## src/rtl/imem_fetch_ctrl.sv

```systemverilog
// ---------------------------------------------------------------------------
// imem_fetch_ctrl
//
// Instruction fetch controller for a fixed-latency instruction memory.
// A fetch address is held on imem_addr for WAIT_CYCLES cycles. The returned
// word is then captured into a single IF/ID output register. If that register
// is still occupied and stalled, the controller parks in WAIT_DS with the
// address held. It loads the word as soon as the register frees up.
// A redirect flushes everything and restarts fetch at the (word-aligned)
// target address.
//
// Ports
//   clk            : clock, rising edge
//   reset          : synchronous active-high reset, highest priority
//   stall          : hazard hold on the IF/ID register
//   redirect_valid : taken branch/jump, flush and restart at redirect_pc
//   redirect_pc    : byte address of the redirect target
//   imem_rdata     : combinational read data from the instruction memory
//   imem_addr      : byte address to the instruction memory (fetch_pc)
//   if_valid       : if_instr/if_pc hold an unconsumed instruction
//   if_instr       : fetched instruction word
//   if_pc          : byte address of if_instr
//   fetch_err      : sticky misaligned-redirect / out-of-range flag
// ---------------------------------------------------------------------------
module imem_fetch_ctrl #(
    parameter int          WAIT_CYCLES = 1,
    parameter logic [31:0] RESET_PC    = 32'h0000_0000,
    parameter int          IMEM_WORDS  = 1024
) (
    input  logic        clk,
    input  logic        reset,
    input  logic        stall,
    input  logic        redirect_valid,
    input  logic [31:0] redirect_pc,
    input  logic [31:0] imem_rdata,
    output logic [31:0] imem_addr,
    output logic        if_valid,
    output logic [31:0] if_instr,
    output logic [31:0] if_pc,
    output logic        fetch_err
);

    localparam logic [0:0]  S_FETCH   = 1'b0;
    localparam logic [0:0]  S_WAIT_DS = 1'b1;

    localparam logic [3:0]  WAIT_LAST  = 4'(WAIT_CYCLES - 1);
    localparam logic [29:0] IMEM_LIMIT = 30'(IMEM_WORDS);

    logic [0:0]  state_reg;
    logic [3:0]  wait_cnt_reg;
    logic [31:0] fetch_pc_reg;
    logic        if_valid_reg;
    logic [31:0] if_instr_reg;
    logic [31:0] if_pc_reg;
    logic        fetch_err_reg;

    logic accept;
    logic wait_done;
    logic load;
    logic out_of_range;

    // The output register can take a word when it is empty or being consumed.
    assign accept       = !if_valid_reg || !stall;
    assign wait_done    = (wait_cnt_reg == WAIT_LAST);
    // In WAIT_DS the access is already complete; only acceptance is missing.
    assign load         = accept && ((state_reg == S_WAIT_DS) ||
                                     ((state_reg == S_FETCH) && wait_done));
    assign out_of_range = (fetch_pc_reg[31:2] >= IMEM_LIMIT);

    always_ff @(posedge clk) begin
        if (reset) begin
            state_reg     <= S_FETCH;
            wait_cnt_reg  <= 4'd0;
            fetch_pc_reg  <= RESET_PC;
            if_valid_reg  <= 1'b0;
            if_instr_reg  <= 32'h0;
            if_pc_reg     <= 32'h0;
            fetch_err_reg <= 1'b0;
        end else if (redirect_valid) begin
            // Any access completing this cycle is dropped.
            state_reg    <= S_FETCH;
            wait_cnt_reg <= 4'd0;
            fetch_pc_reg <= {redirect_pc[31:2], 2'b00};
            if_valid_reg <= 1'b0;
            if (redirect_pc[1:0] != 2'b00) begin
                fetch_err_reg <= 1'b1;
            end
        end else if (load) begin
            state_reg    <= S_FETCH;
            wait_cnt_reg <= 4'd0;
            fetch_pc_reg <= fetch_pc_reg + 32'd4;
            if_valid_reg <= 1'b1;
            if_pc_reg    <= fetch_pc_reg;
            // Fetches past the end of memory deliver a NOP and flag the error.
            if (out_of_range) begin
                if_instr_reg  <= 32'h0000_0000;
                fetch_err_reg <= 1'b1;
            end else begin
                if_instr_reg  <= imem_rdata;
            end
        end else begin
            if (state_reg == S_FETCH) begin
                if (wait_done) begin
                    // Complete but blocked: park with the address held.
                    state_reg <= S_WAIT_DS;
                end else begin
                    wait_cnt_reg <= wait_cnt_reg + 4'd1;
                end
            end
            if (if_valid_reg && !stall) begin
                if_valid_reg <= 1'b0;
            end
        end
    end

    assign imem_addr = fetch_pc_reg;
    assign if_valid  = if_valid_reg;
    assign if_instr  = if_instr_reg;
    assign if_pc     = if_pc_reg;
    assign fetch_err = fetch_err_reg;

endmodule

```

## config.mk

```make
export PLATFORM = sky130hd
export DESIGN_NAME = imem_fetch_ctrl
export DESIGN_NICKNAME = d
export VERILOG_FILES = /design/src/rtl/imem_fetch_ctrl.sv
export SDC_FILE = /design/constraint.sdc
export NUM_CORES = 1
export LEC_CHECK = 0
export ABC_CLOCK_PERIOD_IN_PS = 2100
export CORE_ASPECT_RATIO = 1.1
export CORE_UTILIZATION = 34
export DETAILED_ROUTE_END_ITERATION = 10
export PLACE_DENSITY_LB_ADDON = 0.25
export SYNTH_ARGS = -nofsm -noshare
export SYNTH_HDL_FRONTEND = slang
export SYNTH_SLANG_ARGS = --single-unit
```

## constraint.sdc

```tcl
create_clock -name clk -period 2.1 [get_ports clk]
set_input_delay 0.42 -clock clk [delete_from_list [all_inputs] [get_ports clk]]
set_output_delay 0.42 -clock clk [all_outputs]
set_load 0.01 [all_outputs]
```

Yosys cells after proc, flatten, opt, wreduce, memory -nomap -nowiden
Cells that the tools add are included.

operators by class
  multiplexer cells = 11
  multipliers = 0
  div/mod/pow operators = 0
  reduce and logical (&&, ||, !) cells = 17
  $lt $le $gt $ge = 1
  eq/ne operators = 1
  bitwise gates (word level) = 3
  add/sub/neg operators = 2
  shifts and indexed selects = 0

operators with widths
  cell                     count
  $mux W32                 3
  $add A32 B3 Y32 const B  1
  $ge A30 B11 Y1 const B   1
  $mux W1                  8
  $reduce_bool A2 Y1       4
  $add A4 B1 Y4 const B    1
  $logic_not A4 Y1         1
  $reduce_and A2 Y1        2
  $logic_and A1 B1 Y1      3
  $not A1 Y1               3
  $reduce_and A3 Y1        1
  $reduce_or A3 Y1         1
  $logic_not A1 Y1         2
  $logic_or A1 B1 Y1       2
  $ne A2 B1 Y1 const B     1
  $reduce_or A2 Y1         1

word-level totals
  logic and storage cells = 43
  memory bits (writable) = 0
  output and inout port bits = 98
  memory bits (read-only) = 0
  input bits = 68
  latch bits = 0
  register bits = 103
  memories = 0

Depth between registers and ports, before layout
  depth in word-level cells = 6
  gate-level depth with buffers = 9
  gate-level depth less buffers = 7

Worst setup path before layout
No wires, ideal clock.

  kind = flip-flop to flip-flop
  start point = register wait_cnt_reg[0]
  end point = register if_instr_reg[10] (netlist: if_instr[10])
  period minus slack after synthesis = 1.919 ns
  buffers on the path = 2
  arrival time = 1.848 ns
  library setup time = 0.070 ns
  cell stages (with the launch flop) = 10
  setup slack = 0.181 ns
  required time = 2.030 ns
  path through = dfxtp_1 -> inv_1 -> ha_1 -> nor3b_4 -> o21ai_1 -> nand2b_1 -> buf_2 -> clkbuf_1 -> nand2_1 -> a21oi_1

on the way
  word-level cells in the longest chain between the ends = 5

RTL lines
  element                      line  text
  start: declaration           50    logic [3:0] wait_cnt_reg;
  start signal: assignment     107   wait_cnt_reg <= wait_cnt_reg + 4'd1;
  $logic_not A4 Y1             64    assign wait_done = (wait_cnt_reg == WAIT_LAST);
  $logic_and A1 B1 Y1          67    ((state_reg == S_FETCH) && wait_done));
  $logic_or A1 B1 Y1           66    assign load = accept && ((state_reg == S_WAIT_DS) ||
  $logic_and A1 B1 Y1          66
  $reduce_and A2 Y1 (no line)  -
  end signal: assignment       99    if_instr_reg <= imem_rdata;
  end: declaration             53    logic [31:0] if_instr_reg;

Every way passes these cells.
A chain may end at the register's enable or synchronous reset.

Worst setup path in the final report
  start point = register wait_cnt_reg[0]
  end point = register if_instr_reg[25] (netlist: if_instr[25])

The elaborated chain is that of the path after synthesis.

==> run summary <==
The flow ran to the end, and the final reports show no timing, DRC or antenna violations. In the synthesized netlist, the number of instances is 535. In the final layout, the multi-input gates occupy 2150 um2.

The worst setup path is captured at a register. The largest net degree at the start of global routing was 67. The final critical-path required period is 1.98 ns, and the via count of the first global-routing pass is 4,158. TritonCTS created 9 clock buffers.

The overflow left after global routing is 0, and the number of synthesized flops with an enable pin is 0. For this design, the slowest cell found on the critical path is dfxtp_2. The logs give 13.2 mm for the final routed wirelength across all metal layers and 43 for the post-synthesis cell type count. STA classifies the critical path startpoint as a register. The number of pins with negative max-slew slack in the final report was 0. The flip-flop count of the largest register after layout works out to 32. TritonCTS built the clock tree.

The number of hold violations in the final report was 0; the global routing usage summed across all routing layers was 20.2%. Power spread over the standard cell area amounts to 660 nW/um2. Combinational logic is responsible for 14.7% of the overall power. Derived from the worst setup path, the maximum achievable clock frequency is 504 MHz. The tools report the critical path capture point as if_instr[25]$_SDFFE_PP0P_. The clock passes through at most 2 buffers. The arrival time of the worst setup path is 2.25 ns.

Of all nets on the critical path, the largest fanout is 8. The tools report the number of antenna-violating nets in the routed design as 0. After the last flow step, the layout net total stands at 775. In the final routed layout, each cell accounts on average for 15.4 um.

Internal power comes to 3.38 mW. Across all register-to-register paths, the minimum setup slack is 0.12 ns. After synthesis, the mean cell area works out to 8.07 um2. The tools report the endpoint of the worst register-to-register path as if_instr[25]$_SDFFE_PP0P_. Sequential cells account for 45.6% of the total power.

The run gives 99 as the number of sinks on the clock net. The startpoint identified for the worst register-to-register timing path is wait_cnt_reg[0]$_SDFFE_PP0P_. For the weighted congestion reported at the end of routability-driven placement, the log shows 0.812. During placement, the flow inserted port buffers numbering 161. The area growth from synthesis to layout is 55.4%.

The floorplan step set the die height to 120 um. Overall via count from detail_route: 4,329. The count of TritonRoute iterations in the first routing pass is 4. After detailed routing, the number of remaining DRC violations is 0.

With fillers left out, the area of the finished cells amounts to 6710 um2. The critical path in this run is classified as reg2reg. Leaving out fill and tap cells, the most frequent cells in the layout are 160 x clkdlybuf4s50_1, 119 x nand2_1, 97 x dfxtp_1. The share of the yosys chip area belonging to registers was 45.9%; the path depth of the worst reg2reg path was 11. For the worst setup path, the data required time is 2.37 ns. In this run the worst setup path begins at wait_cnt_reg[0]$_SDFFE_PP0P_.

For the net switching power, the log shows 1.05 mW. The signal on the critical path passes through inv_1, ha_1, nor3b_4, buf_4, o21ai_2, buf_4, nor2_4, buf_12, clkbuf_16, nand3_1, a21oi_1. Using the TritonRoute via totals, the vias-per-cell ratio works out to 5.03. The number of antenna violations at the first check in global routing is 0. Number of inserted diodes: 0. The count of fill cells added during filler insertion was 1,129; the number of instances on the worst hold path was 2. The overall die area was 13,200 um2. In this run, post-CTS hold repair placed 0 buffers. The detailed router finished its first iteration with 137 violations. In this run the standard cell core region covers 12,200 um2. The leakage power summed over all cells was 2.29 nW. The clock group share of total power came out at 39.7%.

The async set-reset flop share out of synthesis was 0%. Across the VDD grid, the largest voltage drop is 0.334 mV. For this run, the slowest stage of the critical path takes 0.33 ns. At the later pin of the worst-skew pair, clock insertion delay measures 0.34 ns. The cell area after synthesis is 4320 um2, and the worst hold-check slack is 0.450 ns. The run gives 0 as the number of synthesis warnings. In this run the core area contains 42 standard-cell rows.

The width of the die works out to 109 um. In this run the cell area measured after placement is 6250 um2. Setup violations remaining at the end of the flow were counted as 0. Max-cap violations in this run came to 0. The cell chosen for the clock root was clkbuf_16. The path class of the lowest-slack min-delay path is reg2reg. The most used flip-flop cell after synthesis is dfxtp_1. The I/O pin count was 166. The post-route netlist has 10.6% of its cells at a drive strength greater than 1. The clock transition at the registers of the reported paths is 0.06 ns, and the post-synthesis register bit count is 99.

The starting density of the core is 35.4%. Final worst clock skew: 0.00862 ns. The first global-routing pass estimated 20.8 mm of wire. Of the available clock period, the critical path in the final layout requires 94.5%. In the final layout, flip-flops and latches occupy 1980 um2. The estimated wirelength of the detail-placed design was 9.30 mm. Total number of H-tree levels: 3.

The most common cell after layout, fill and taps aside is clkdlybuf4s50_1. Net switching is 23.7% of the power. Setup repair after global routing left no endpoint under its margin. By instance count, the cell type seen most on the critical path is buf_4.
area by class of cell:
type / instances / share of cell area, %
multi-input combinational: 385 / 32.1
timing repair buffer: 198 / 30.3
sequential: 99 / 29.6
clock buffer: 13 / 3.73
tap: 154 / 2.87
clock inverter: 2 / 0.895
inverter: 10 / 0.559
what timing repair did:
action | 4_1_cts | 5_1_grt
setup endpoints to repair | 0 | 52
resized for setup | 0 | 13
buffers inserted | 0 | 4
power by group through the flow:
stage | clock network (mW) | registers [mW] | logic, mW
after floorplan | 0 | 2.08 | 0.224
after global placement | 0 | 2.06 | 0.617
after CTS | 1.78 | 2.02 | 0.626
after detailed placement | 0 | 2.06 | 0.623
final | 1.76 | 2.02 | 0.651
after global routing | 1.86 | 2.03 | 0.705
critical path: cells and delay by family, from the launching register on:
| kind | cells | cell delay (ns) |
|---|---|---|
| DFF | 1 | 0.33 |
| adders and majority gates | 1 | 0.14 |
| buffers and inverters | 5 | 0.71 |
| AOI/OAI and AO/OA | 2 | 0.22 |
| and+or+nand+nor | 3 | 0.52 |
worst min path at each step:
| stage | startpoint | end | slack (ns) |
|---|---|---|---|
| after global placement | if_instr[30]$_SDFFE_PP0P_ | if_instr[30]$_SDFFE_PP0P_ | 0.44 |
| after floorplan | if_instr[0]$_SDFFE_PP0P_ | if_instr[0]$_SDFFE_PP0P_ | 0.48 |
| after detailed placement | if_instr[19]$_SDFFE_PP0P_ | if_instr[19]$_SDFFE_PP0P_ | 0.44 |
| after global routing | if_instr[31]$_SDFFE_PP0P_ | if_instr[31]$_SDFFE_PP0P_ | 0.46 |
| after CTS | if_instr[19]$_SDFFE_PP0P_ | if_instr[19]$_SDFFE_PP0P_ | 0.45 |
| final | if_instr[19]$_SDFFE_PP0P_ | if_instr[19]$_SDFFE_PP0P_ | 0.45 |
metal layers:
layer	vias up	part of all wire [%]	GRT usage [%]
met3	15	9.4	6.74
met1	1986	42	25.0
met2	154	47	32.3
li1	2174	-	-
met4	0	1.5	7.33
met5	-	0	0
kinds of logic after synthesis:
family	count (synthesis)	share of synthesized area (%)
other	1	0.0869
DFF	99	45.9
and+or+nand+nor	233	25.9
muxes	2	0.493
AOI/OAI and AO/OA	115	15.4
buffers and inverters	54	5.51
adders and majority gates	4	1.16
xor gates and xnor gates	27	5.48
synth_stat cells (6+ instances only):
master / instances / area share (%)
nand2_1: 119 / 10
dfxtp_1: 99 / 46
a21oi_1: 74 / 8.6
nand3_1: 41 / 4.8
clkbuf_1: 26 / 2.3
xnor2_1: 25 / 5.1
nor2_1: 22 / 1.9
buf_2: 13 / 1.5
a211oi_1: 12 / 2.1
inv_1: 10 / 0.87
nor4_1: 9 / 1.3
nor3_1: 7 / 0.81
o21ai_0: 6 / 0.70
stage by stage:
| step | setup TNS [ns] | cells | utilization, % | worst slack [ns] | total power [mW] |
|---|---|---|---|---|---|
| 6_report | 0 | 861 | 55.0 | 0.116 | 4.43 |
| 4_1_cts | 0 | 854 | 53.8 | 0.0632 | 4.43 |
| 3_3_place_gp | 0 | 839 | 51.3 | 0.00946 | 2.68 |
| 3_5_place_dp | -0.152 | 839 | 51.3 | -0.0633 | 2.69 |
| 2_1_floorplan | 0 | 538 | - | 0.181 | 2.30 |
| 5_1_grt | 0 | 861 | 55.0 | 0.00988 | 4.60 |
No activity file was read; power rests on OpenSTA's default activity.
